**config.mk**
```make
export PLATFORM = sky130hd
export DESIGN_NAME = seg7_scan
export DESIGN_NICKNAME = d
export VERILOG_FILES = /design/src/rtl/seg7_pkg.sv /design/src/rtl/seg7_decode.sv /design/src/rtl/seg7_scan.sv
export SDC_FILE = /design/constraint.sdc
export NUM_CORES = 1
export LEC_CHECK = 0
export ABC_AREA = 1
export ABC_CLOCK_PERIOD_IN_PS = 6300
export CAP_MARGIN = 20
export CORE_MARGIN = 2
export CORE_UTILIZATION = 35
export DETAILED_ROUTE_END_ITERATION = 16
export HOLD_SLACK_MARGIN = 0.05
export PLACE_DENSITY_LB_ADDON = 0.3
export SLEW_MARGIN = 40
export SYNTH_ARGS = -nofsm -noshare
export SYNTH_HDL_FRONTEND = slang
export SYNTH_SLANG_ARGS = --single-unit
```
**constraint.sdc**
```tcl
create_clock -name clk_25MHz -period 6.3 [get_ports clk_25MHz]
set_input_delay 1.26 -clock clk_25MHz [delete_from_list [all_inputs] [get_ports clk_25MHz]]
set_output_delay 1.26 -clock clk_25MHz [all_outputs]
set_load 0.03 [all_outputs]
```
**src/rtl/seg7_pkg.sv**
```systemverilog
// Shared constants for the seven-segment scan driver: digit count,
// active-low glyph patterns ordered {g,f,e,d,c,b,a}, and blank codes.
package seg7_pkg;

    localparam int NDIG = 8;

    localparam logic [6:0] GLYPH_0    = 7'b1000000;
    localparam logic [6:0] GLYPH_1    = 7'b1111001;
    localparam logic [6:0] GLYPH_2    = 7'b0100100;
    localparam logic [6:0] GLYPH_3    = 7'b0110000;
    localparam logic [6:0] GLYPH_4    = 7'b0011001;
    localparam logic [6:0] GLYPH_5    = 7'b0010010;
    localparam logic [6:0] GLYPH_6    = 7'b0000010;
    localparam logic [6:0] GLYPH_7    = 7'b1111000;
    localparam logic [6:0] GLYPH_8    = 7'b0000000;
    localparam logic [6:0] GLYPH_9    = 7'b0010000;
    localparam logic [6:0] GLYPH_DASH = 7'b0111111;

    localparam logic [7:0] SEG_OFF = 8'hFF;
    localparam logic [7:0] AN_OFF  = 8'hFF;

endpackage

```
**src/rtl/seg7_decode.sv**
```systemverilog
// Combinational BCD-to-glyph lookup; values 10..15 are not BCD and
// show a dash so a bad upstream conversion is visible on the display.
module seg7_decode
    import seg7_pkg::*;
(
    input  logic [3:0] value,
    output logic [6:0] glyph
);

    // Map one BCD digit to its active-low segment pattern
    always_comb begin
        glyph = GLYPH_DASH;
        case (value)
            4'd0:    glyph = GLYPH_0;
            4'd1:    glyph = GLYPH_1;
            4'd2:    glyph = GLYPH_2;
            4'd3:    glyph = GLYPH_3;
            4'd4:    glyph = GLYPH_4;
            4'd5:    glyph = GLYPH_5;
            4'd6:    glyph = GLYPH_6;
            4'd7:    glyph = GLYPH_7;
            4'd8:    glyph = GLYPH_8;
            4'd9:    glyph = GLYPH_9;
            default: glyph = GLYPH_DASH;
        endcase
    end

endmodule

```
**src/rtl/seg7_scan.sv**
```systemverilog
// Time-multiplexed 8-digit common-anode display driver. The BCD word and
// decimal-point mask are captured once per frame so a frame never tears.
// Optional build macro SEG7_LZ_BLANK_EN enables leading-zero blanking.
module seg7_scan
    import seg7_pkg::*;
#(
    parameter int CLK_HZ  = 25_000_000,
    parameter int SCAN_HZ = 1_000
) (
    input  logic                 clk_25MHz,
    input  logic                 rst_n,
    input  logic [4*NDIG-1:0]    dec,
    input  logic [NDIG-1:0]      dp_mask,
    output logic [NDIG-1:0]      an,
    output logic [7:0]           seg,
    output logic                 frame_done
);

    localparam int DIV = CLK_HZ / SCAN_HZ;
    localparam int PW  = (DIV > 1) ? $clog2(DIV) : 1;
    localparam logic [PW-1:0] PMAX = PW'(DIV - 1);

    logic [PW-1:0]     pcnt;
    logic [2:0]        idx;
    logic [2:0]        next_idx;
    logic              tick;
    logic              load;
    logic [4*NDIG-1:0] snap_dec;
    logic [NDIG-1:0]   snap_dp;
    logic [4*NDIG-1:0] cur_dec;
    logic [NDIG-1:0]   cur_dp;
    logic [3:0]        digit_val;
    logic [6:0]        glyph;

    assign tick = (pcnt == PMAX);

    // Select the digit about to be shown; on the load edge bypass the snapshot
    always_comb begin
        next_idx  = idx + 3'd1;
        load      = tick && (next_idx == 3'd0);
        cur_dec   = load ? dec : snap_dec;
        cur_dp    = load ? dp_mask : snap_dp;
        digit_val = cur_dec[{next_idx, 2'b00} +: 4];
    end

`ifdef SEG7_LZ_BLANK_EN
    logic blank;

    // A digit is a leading zero when it and every digit above it are zero
    always_comb begin
        blank = (next_idx != 3'd0) && ((cur_dec >> {next_idx, 2'b00}) == '0);
    end
`endif

    seg7_decode u_decode (
        .value (digit_val),
        .glyph (glyph)
    );

    // Prescaler and digit index: advance one slot every DIV cycles
    always_ff @(posedge clk_25MHz or negedge rst_n) begin
        if (!rst_n) begin
            pcnt <= '0;
            idx  <= 3'd7;
        end else begin
            pcnt <= tick ? '0 : pcnt + 1'b1;
            if (tick) begin
                idx <= next_idx;
            end
        end
    end

    // Frame snapshot and registered display outputs, refreshed on each tick
    always_ff @(posedge clk_25MHz or negedge rst_n) begin
        if (!rst_n) begin
            snap_dec   <= '0;
            snap_dp    <= '0;
            an         <= AN_OFF;
            seg        <= SEG_OFF;
            frame_done <= 1'b0;
        end else begin
            frame_done <= load;
            if (load) begin
                snap_dec <= dec;
                snap_dp  <= dp_mask;
            end
            if (tick) begin
`ifdef SEG7_LZ_BLANK_EN
                if (blank) begin
                    an  <= AN_OFF;
                    seg <= SEG_OFF;
                end else begin
                    an  <= ~(NDIG'(1) << next_idx);
                    seg <= {~cur_dp[next_idx], glyph};
                end
`else
                an  <= ~(NDIG'(1) << next_idx);
                seg <= {~cur_dp[next_idx], glyph};
`endif
            end
        end
    end

endmodule

```
==> metrics.txt <==
Die Y 110 um; worst hold path class flip-flop to flip-flop; Synth area leaders dfrtp_1, nand2_1, dfstp_2; Reg clk slew, reported paths 0.06 ns; dpl hpwl 6670 um; final setup vio count 0; Worst setup EP type flip-flop; Hold Vio Cnt, Final 0; DRC violation count after routing 0; H-tree levels 3; initial antenna violation count 0; RD Place Congestion 0.858; DP Area 4640 um2; pins over their slew limit 0; final layout net count 594; # clock sinks 75; Final Critical Period 3.43 ns; post-synthesis area per instance 8.19 um2; CP Max Fanout 24; met2 Resource Use GR 26.1%; Mapped Area 3960 um2; xor and xnor fraction of the mapped netlist area 0.886%; Synth Warn # 0; Clock Root Buffer clkbuf_16; Die Area 12,200 um2; Fill cells 1,102; Cell Chain, Critical Path inv_1, ha_1, inv_1, nand3_1, nand2_1, nand2_1, nand2_2, inv_1, ha_1, nand3_1, inv_1, nand2_1, nand2_1, nand2_1, nand2_1; CP Buf/Inv Count 4; initial drt markers 171; crit-path leading delay family buffers and inverters; ANT nets after route 0; cts hold-fix bufs 0; unrepaired setup endpoints after global routing no; CP max-delay cell dfstp_2; post-DR wirelength/cell 13.4 um; Worst Tran Pin Value 0.757 ns; Worst setup SP type flip-flop; Distinct cells, synth 33; WL final 9150 um; Die Wd 110 um; setup TNS 0 ns; vias in the first global route 3,267; max cap viols 0; peak supply drop 117 uV; critical path class flip-flop to flip-flop; Core ar. 10,900 um2; pwr dens 210 nW/um2; cell count after synthesis 483; FP Rows 38; first-pass GRT wire length 15,600 um; period utilization 54.5%; Layout Cell Area excl Fill 4940 um2; TritonRoute pass-1 iters 4; DR vias/cell 4.79; Synth Area in Simple Gates 35.7%; Antenna Cells 0; area leader, netlist dfrtp_1; # Post-CTS Setup Buffers 0; largest net degree at the start of global routing 76; leak pwr 2.25 nW; register area share after synthesis 48.1%; share of layout cells above drive strength 1 12.5%; Worst-Skew Late Latency 0.33 ns; post-CTS sizing 0; Critical Path AT 3.71 ns; top-count cell post-synth nand2_1; total track usage 16.7%; Worst Path Required 6.57 ns; crit-path max cell delay 0.81 ns; post-route clock skew 0.00682 ns; Commonest cells post-synth nand2_1, nand3_1, dfrtp_1; normalized max-slew margin 49.5%; syn_nets 537; FF+latch count, synth 75; Yosys top cell area share 35.4%; CTS tree built; compound-cell area share of the yosys netlist 4.08%; Critical Path Most Common Cell nand2_1; f_max 291 MHz; total gr overflow 0; via count 3,281; mux share of post-synthesis cell area 1.23%; Synth Flop Type dfrtp_1; main combinational cell family by area after synthesis simple AND/OR/NAND/NOR gates; Post-synth EDFFs 0; Post-synth ARST share 100%; grt peak-use layer met2; Global Route met3 Usage 3.64%; Area growth, synth to finish 24.9%; CTS Buffer Depth 2; Synth Area in Adders 3.80%; global routing usage on met1 23.0%; IO Pins 59; status complete, no violations; CTS Buf Count 9; Starting Density 36.2%; count of input and output buffers 58
## through the flow
| step | hold slack (ns) | setup WS [ns] | cells | total power [mW] | utilization (%) |
|---|---|---|---|---|---|
| 6_report | 0.465 | 2.87 | 685 | 1.03 | 45.2 |
| 3_3_place_gp | 0.449 | 2.97 | 669 | 0.532 | 42.4 |
| 5_1_grt | 0.487 | 2.58 | 685 | 1.08 | 45.2 |
| 3_5_place_dp | 0.454 | 2.88 | 669 | 0.532 | 42.4 |
| 2_1_floorplan | 0.433 | 3.58 | 483 | 0.495 | - |
| 4_1_cts | 0.462 | 2.84 | 685 | 1.05 | 45.2 |
## cells in the final DEF (no fill, tap or decap), types with 2 or more instances in the layout
cell type and count:
nand2_1 157, nand3_1 78, clkdlybuf4s50_1 57, dfrtp_1 56, inv_1 38, nor2_1 35, dfstp_2 19, o21ai_0 12
ha_1 12, a21oi_1 11, clkbuf_16 9, nand2_4 6, nand2_2 6, inv_2 5, nor3_1 5, nor2_8 4
clkinv_2 4, xor2_1 4, o211ai_1 3, nand3_2 3, mux2_2 2, nand4_1 2
## routing by layer
layer | wire (um) | vias to the layer above
li1 | - | 1664
met3 | 378 | 12
met2 | 4140 | 67
met4 | 139 | 0
met1 | 4490 | 1538
met5 | 0 | -
## sequential cells by signal, summed over array words and instances, names as in the netlist
register	count
an	8
frame_done	1
idx	3
pcnt	15
seg	8
snap_dec	32
snap_dp	8
## path summary, 6_finish.rpt
kind | start | to | slack, ns | depth (start not counted)
max | idx[0]$_DFFE_PN1N_ | seg[1]$_DFFE_PN1N_ | 2.87 | 15
min | pcnt[0]$_DFF_PN0_ | pcnt[0]$_DFF_PN0_ | 0.46 | 1
max reg2reg | idx[0]$_DFFE_PN1N_ | seg[1]$_DFFE_PN1N_ | 2.87 | 15
min reg2reg | pcnt[0]$_DFF_PN0_ | pcnt[0]$_DFF_PN0_ | 0.46 | 1
max in group asynchronous | rst_n | snap_dec[6]$_DFF_PN0_ | 4.77 | 2
min in group asynchronous | rst_n | pcnt[8]$_DFF_PN0_ | 1.04 | 2
## final cells by class
class	count	area (um2)	area share, %
clock inverter	5	53.8	1.09
sequential	75	1900	38.5
clock buffer	11	243	4.92
inverter	44	166	3.37
tap	140	175	3.55
timing repair buffer	60	594	12.0
multi-input combinational	350	1810	36.6
## power breakdown
group          internal (mW)  switching (mW)  total (mW)
registers              0.484        0.000354       0.484
clock network          0.316           0.196       0.512
logic                 0.0239          0.0152      0.0392
## kinds of logic after synthesis
kind of cell | count (synthesis)
simple gates | 301
flops | 75
buf+inv | 58
compound gates | 29
fa+ha+maj | 12
xor+xnor | 4
mux | 4
Note: power is estimated with default switching activity, not from simulation.
